$ cat config.mk
export PLATFORM = sky130hd
export DESIGN_NAME = bin_to_bcd_seq
export DESIGN_NICKNAME = d
export VERILOG_FILES = /design/src/rtl/bcd_pkg.sv /design/src/rtl/bcd_digit_adj.sv /design/src/rtl/bin_to_bcd_seq.sv
export SDC_FILE = /design/constraint.sdc
export NUM_CORES = 1
export LEC_CHECK = 0
export CAP_MARGIN = 25
export CORE_ASPECT_RATIO = 1.2
export CORE_MARGIN = 4
export CORE_UTILIZATION = 40
export DETAILED_ROUTE_END_ITERATION = 6
export SLEW_MARGIN = 10
export SYNTH_ARGS = -nofsm -noshare
export SYNTH_HDL_FRONTEND = slang
export SYNTH_SLANG_ARGS = --single-unit
$ cat constraint.sdc
create_clock -name i_Clk -period 1.7 [get_ports i_Clk]
set_input_delay 0.34 -clock i_Clk [delete_from_list [all_inputs] [get_ports i_Clk]]
set_output_delay 0.34 -clock i_Clk [all_outputs]
set_load 0.005 [all_outputs]
$ cat src/rtl/bcd_pkg.sv
// Shared types and constants for the sequential double-dabble BCD converter.
package bcd_pkg;

   typedef enum logic [1:0] {
      ST_IDLE  = 2'd0,
      ST_SHIFT = 2'd1,
      ST_DONE  = 2'd2
   } state_t;

   localparam int               BCD_DIGIT_W       = 4;
   localparam logic [3:0]       BCD_ADJ_THRESHOLD = 4'd5;
   localparam logic [3:0]       BCD_ADJ_ADD       = 4'd3;

endpackage

$ cat src/rtl/bcd_digit_adj.sv
// One BCD digit pre-shift correction: add 3 when the digit is 5 or more,
// so the following left shift carries correctly into the next digit.
module bcd_digit_adj
   import bcd_pkg::*;
(
   input  logic [BCD_DIGIT_W-1:0] digit,
   output logic [BCD_DIGIT_W-1:0] adj
);

   // add-3 correction
   always_comb begin
      if (digit >= BCD_ADJ_THRESHOLD) begin
         adj = digit + BCD_ADJ_ADD;
      end else begin
         adj = digit;
      end
   end

endmodule

$ cat src/rtl/bin_to_bcd_seq.sv
// Iterative shift-and-add-3 binary-to-BCD converter with valid/ready handshakes.
// Optional leading-zero blank flags are built when BCD_LEADING_ZERO_BLANK_EN is defined.
module bin_to_bcd_seq
   import bcd_pkg::*;
#(
   parameter int BIN_WIDTH = 8,
   parameter int DIGITS    = 3
) (
   input  logic                          i_Clk,
   input  logic                          i_Rst_L,
   input  logic                          i_Valid,
   output logic                          o_Ready,
   input  logic [BIN_WIDTH-1:0]          i_Binary_Num,
   output logic                          o_Valid,
   input  logic                          i_Ready,
   output logic [BCD_DIGIT_W*DIGITS-1:0] o_BCD,
   output logic                          o_Overflow,
   output logic [DIGITS-1:0]             o_Blank
);

   localparam int              BCD_W    = BCD_DIGIT_W * DIGITS;
   localparam int              CNT_W    = $clog2(BIN_WIDTH + 1);
   localparam logic [CNT_W-1:0] CNT_LOAD = CNT_W'(BIN_WIDTH);
   localparam logic [CNT_W-1:0] CNT_ONE  = CNT_W'(1);

   state_t               state_r;
   logic [BIN_WIDTH-1:0] bin_r;
   logic [BCD_W-1:0]     bcd_r;
   logic                 ovf_r;
   logic [CNT_W-1:0]     cnt_r;
   logic                 ready_r;
   logic                 valid_r;

   logic [BCD_W-1:0]     adj_s;
   logic [BCD_W-1:0]     bcd_shift_s;
   logic [BIN_WIDTH-1:0] bin_shift_s;
   logic                 carry_s;

   genvar g;
   generate
      for (g = 0; g < DIGITS; g++) begin : g_adj
         bcd_digit_adj u_adj (
            .digit (bcd_r[g*BCD_DIGIT_W +: BCD_DIGIT_W]),
            .adj   (adj_s[g*BCD_DIGIT_W +: BCD_DIGIT_W])
         );
      end
   endgenerate

   // one double-dabble step; the bit leaving the top digit is a carry past 10^DIGITS
   always_comb begin
      bcd_shift_s = {adj_s[BCD_W-2:0], bin_r[BIN_WIDTH-1]};
      bin_shift_s = {bin_r[BIN_WIDTH-2:0], 1'b0};
      carry_s     = adj_s[BCD_W-1];
   end

`ifdef BCD_LEADING_ZERO_BLANK_EN
   logic [DIGITS-1:0] blank_r;
   logic [DIGITS-1:0] blank_next_s;
   logic              zero_run_s;

   // digit i blanks when it and every higher digit are zero; digit 0 never blanks
   always_comb begin
      blank_next_s = {DIGITS{1'b0}};
      zero_run_s   = 1'b1;
      for (int i = DIGITS - 1; i >= 1; i--) begin
         zero_run_s      = zero_run_s & (bcd_shift_s[i*BCD_DIGIT_W +: BCD_DIGIT_W] == 4'd0);
         blank_next_s[i] = zero_run_s;
      end
   end

   assign o_Blank = blank_r;
`else
   assign o_Blank = {DIGITS{1'b0}};
`endif

   // control FSM and datapath registers
   always_ff @(posedge i_Clk or negedge i_Rst_L) begin
      if (!i_Rst_L) begin
         state_r <= ST_IDLE;
         bin_r   <= {BIN_WIDTH{1'b0}};
         bcd_r   <= {BCD_W{1'b0}};
         ovf_r   <= 1'b0;
         cnt_r   <= {CNT_W{1'b0}};
         ready_r <= 1'b1;
         valid_r <= 1'b0;
`ifdef BCD_LEADING_ZERO_BLANK_EN
         blank_r <= {DIGITS{1'b0}};
`endif
      end else begin
         case (state_r)
            ST_IDLE: begin
               if (i_Valid) begin
                  bin_r   <= i_Binary_Num;
                  bcd_r   <= {BCD_W{1'b0}};
                  ovf_r   <= 1'b0;
                  cnt_r   <= CNT_LOAD;
                  ready_r <= 1'b0;
                  state_r <= ST_SHIFT;
               end
            end
            ST_SHIFT: begin
               bcd_r <= bcd_shift_s;
               bin_r <= bin_shift_s;
               cnt_r <= cnt_r - CNT_ONE;
               if (carry_s) begin
                  ovf_r <= 1'b1;
               end
               if (cnt_r == CNT_ONE) begin
                  valid_r <= 1'b1;
                  state_r <= ST_DONE;
`ifdef BCD_LEADING_ZERO_BLANK_EN
                  blank_r <= blank_next_s;
`endif
               end
            end
            ST_DONE: begin
               // result stays frozen until the display side takes it
               if (i_Ready) begin
                  valid_r <= 1'b0;
                  ready_r <= 1'b1;
                  state_r <= ST_IDLE;
`ifdef BCD_LEADING_ZERO_BLANK_EN
                  blank_r <= {DIGITS{1'b0}};
`endif
               end
            end
            default: begin
               valid_r <= 1'b0;
               ready_r <= 1'b1;
               state_r <= ST_IDLE;
            end
         endcase
      end
   end

   assign o_Ready    = ready_r;
   assign o_Valid    = valid_r;
   assign o_BCD      = bcd_r;
   assign o_Overflow = ovf_r;

endmodule

==> results.txt <==
The number of nets with antenna violations after routing is 0. The count of yosys warnings during synthesis is 0. VDD sags by at most 0.739 mV.

The biggest area contributor in the post-synthesis netlist is dfrtp_1. Once the floorplan was initialized, standard cells occupied 41.3% of the core. For this run, the post-layout net count is 220.

The ratio of cells with drive above 1 in the final layout came out at 8.50%. The count of boundary I/O pins is 30. The areal power density over the cells came out at 1870 mW/mm^2.

The arrival time of data at the critical path endpoint is 1.30 ns. The cell family contributing the most delay on the critical path is flip-flops. A synthesized cell averages 9.62 um^2. Across every metal layer, demand over resource in global routing totals 14.7%. The gate count of the mapped netlist is 169. The sink count of the clock tree came out at 29. Entering global routing, the biggest net connects 30 pins. The number of pins exceeding their max-slew limit in the final report is 0. For this run, design rule violations remaining after detail routing come to 0.

The total die area came out at 0.00515 mm^2. The clock slew at the register clock pins of the worst setup and hold paths came out at 0.06 ns. The count of antenna diodes in the layout is 0. The row count came out at 25. Traced cell by cell, the critical path runs through clkdlybuf4s50_1. Relative to the synthesized area, the layout overhead comes to 23.2%. The number of setup violations in the final report came out at 0.

The mean number of vias per cell came out at 5.08. The most common flop cell mapped by yosys is dfrtp_1. The hold buffer count at CTS came out at 0. The critical path capture point type is a primary output. The number of port buffers is 26. The maximum single-stage delay on the critical path is 0.54 ns. The sum of net half-perimeters after detailed placement came out at 2390 um.

The share of synthesized area in the top cell type comes to 43.1%. The synthesized netlist contains 33 unique library cells. The post-cts sizing count is 0. The clock insertion delay at the later pin of the skew report came out at 0.27 ns. The min-delay analysis places its worst path in the category in2async. Derived from the worst setup path, the maximum achievable clock frequency is 610 MHz. The worst hold slack across all endpoints came out at 0.446 ns. The critical path is of the reg2out type. Setup repair after global routing left no endpoint under its margin.

After synthesis the cells add up to 0.00163 mm^2. The max-capacitance violation count came out at 0. The largest clock skew in the final design came out at 0.00593 ns. Yosys attributes the largest share of cell area to dfrtp_1 (43%), ha_1 (6.2%), nand2_1 (5.8%), buf_6 (3.5%), inv_1 (3.2%). The final critical path takes up 96.5% of the cycle. The worst setup path is launched from a flip-flop. The via count of the first global-routing pass is 1309. TritonCTS built the clock tree. The first-pass GRT wire length came out at 5890 um. The total congestion overflow after global routing is 0. The smallest clock period supported by the final layout is computed as 1.64 ns. The number of buffers inserted during clock tree synthesis came out at 5. The largest individual stage delay along the critical path comes from the cell dfstp_2.

The total leakage power came out at 0.871 nW. In the final timing run, aggregate negative setup slack is 0 ns. The number of failing hold endpoints at the final stage is 0. The number of enable-type register cells in the synthesized netlist came out at 0. The detailed router's first-iteration violation count is 36. The via count is 1291. The highest fanout seen on the critical path came out at 3. The worst-case clock buffer depth came out at 2.

The total area inside the core boundary comes to 0.00394 mm^2. The first-pass detailed-route iteration total is 4. The initial antenna violation count is 0. The run finished with clean final reports. Buffers added to address setup during post-CTS repair amount to 0. The sum of buffers and inverters on the critical path is 1. At the end of routability-driven placement, the weighted congestion stood at 0.808. The sequential-to-total area share from yosys stat came out at 44.7%.

After detailed routing, the total wire length is 3310 um. The average detailed-routed wire length per instance is 13.0 um. From bottom edge to top edge, the die measures 77.9 um. The H-tree depth reported by CTS is 2. The fraction of synthesis flops using an asynchronous set or reset pin came out at 100%. The CTS root buffer is clkbuf_8. The critical path required time is 1.36 ns. The die boundary width is 66.2 um. The register bit count reported by yosys is 29.
final cells by class:
class | instances | area, um^2
fillers | 407 | 1940
multi-input cells | 117 | 758
flip-flops and latches | 29 | 727
repair buffers | 33 | 313
clock buffers | 7 | 86.3
well taps | 54 | 67.6
inverters | 14 | 52.6
cells in the mapped netlist, types with 4 or more instances:
library cell   n
nand2_1       25
nor2_1        11
dfrtp_1       28
o31ai_1        4
nand2b_1       7
ha_1           8
a31oi_1        7
o21ai_0        9
buf_6          5
inv_1         14
nor2b_1        5
a21oi_1        4
o2111ai_1      6
buf_4          4
worst register-to-register path: stages, from the launching register on:
cell and delay [ns]:
dfrtp_1 0.58, o21ba_1 0.37, buf_4 0.25, nor2_1 0.06
a31oi_1 0.14
cell usage in the layout, fill, tap and decap left out:
master and count:
dfrtp_1 28, clkdlybuf4s50_1 26, nand2_1 25, inv_1 14, nor2_1 11, o21ai_0 9, ha_1 8, nand2b_1 7
a31oi_1 7, buf_4 7, o2111ai_1 6, clkbuf_8 6, nor2b_1 5, o31ai_1 4, a21oi_1 4, a32o_1 3
o21a_1 3, o211ai_1 3, o221ai_1 3, xnor2_1 3, conb_1 3, o32ai_1 2, mux2i_1 2, nor2b_4 1
nand2b_2 1, o21ba_1 1, o21bai_2 1, nor3b_1 1, a22o_1 1, o22ai_1 1, nor3_1 1, o22a_1 1
clkbuf_1 1, dfstp_2 1
through the flow:
stage / setup slack (ns) / cell area (um^2) / utilization [%] / total power [mW] / instances
detailed placement: 0.0286 / 1920 / 48.7 / 3.22 / 247
floorplan: 0.361 / 1630 / - / 2.60 / 171
finish: 0.0595 / 2000 / 50.9 / 3.75 / 254
global route: 0.00792 / 2000 / 50.9 / 4.11 / 254
CTS: 0.0417 / 2000 / 50.9 / 3.80 / 254
global placement: 0.0647 / 1920 / 48.7 / 3.15 / 247
cell families (layout without fill, tap and decap cells):
kind of cell | after synthesis | count (layout) | share of synthesized area, %
flops | 29 | 29 | 44.7
simple gates | 52 | 52 | 15.1
xor+xnor | 3 | 3 | 1.62
other cells | 1 | 3 | 0.231
fa+ha+maj | 8 | 8 | 6.15
buf+inv | 25 | 54 | 9.15
compound gates | 49 | 49 | 21.8
mux | 2 | 2 | 1.23
final timing paths:
check / cells past startpoint / slack, ns / to / start
setup / recovery: 1 / 0.06 / o_Ready / o_Ready
hold / removal: 2 / 0.45 / o_BCD[10] / i_Rst_L
setup reg to reg: 4 / 0.22 / bin_r[3] / state_r[0]
hold reg to reg: 2 / 0.48 / o_BCD[0] / bin_r[7]
max in group asynchronous: 2 / 0.92 / o_Ready / i_Rst_L
min in group i_Clk: 2 / 0.48 / o_BCD[0] / bin_r[7]
state kept, by name, summed over array words and instances, names as in the netlist:
register	count
o_BCD	12
o_Valid	1
bin_r	8
state_r	2
o_Ready	1
cnt_r	4
o_Overflow	1
layer usage:
metal / part of all wire (%) / GRT usage (%) / vias to the layer above
li1: - / - / 649
met5: 0 / 0 / -
met1: 46 / 18.5 / 618
met2: 50 / 23.6 / 20
met3: 2.7 / 4.49 / 4
met4: 1.3 / 4.88 / 0
power by group:
| group | leakage (nW) | switching, mW | internal, mW |
|---|---|---|---|
| registers | 0.357 | 0.286 | 1.02 |
| clock network | 0.0443 | 0.246 | 0.321 |
| logic | 0.470 | 0.910 | 0.963 |
| total | 0.871 | 1.44 | 2.30 |
No activity file was read; power rests on OpenSTA's default activity.
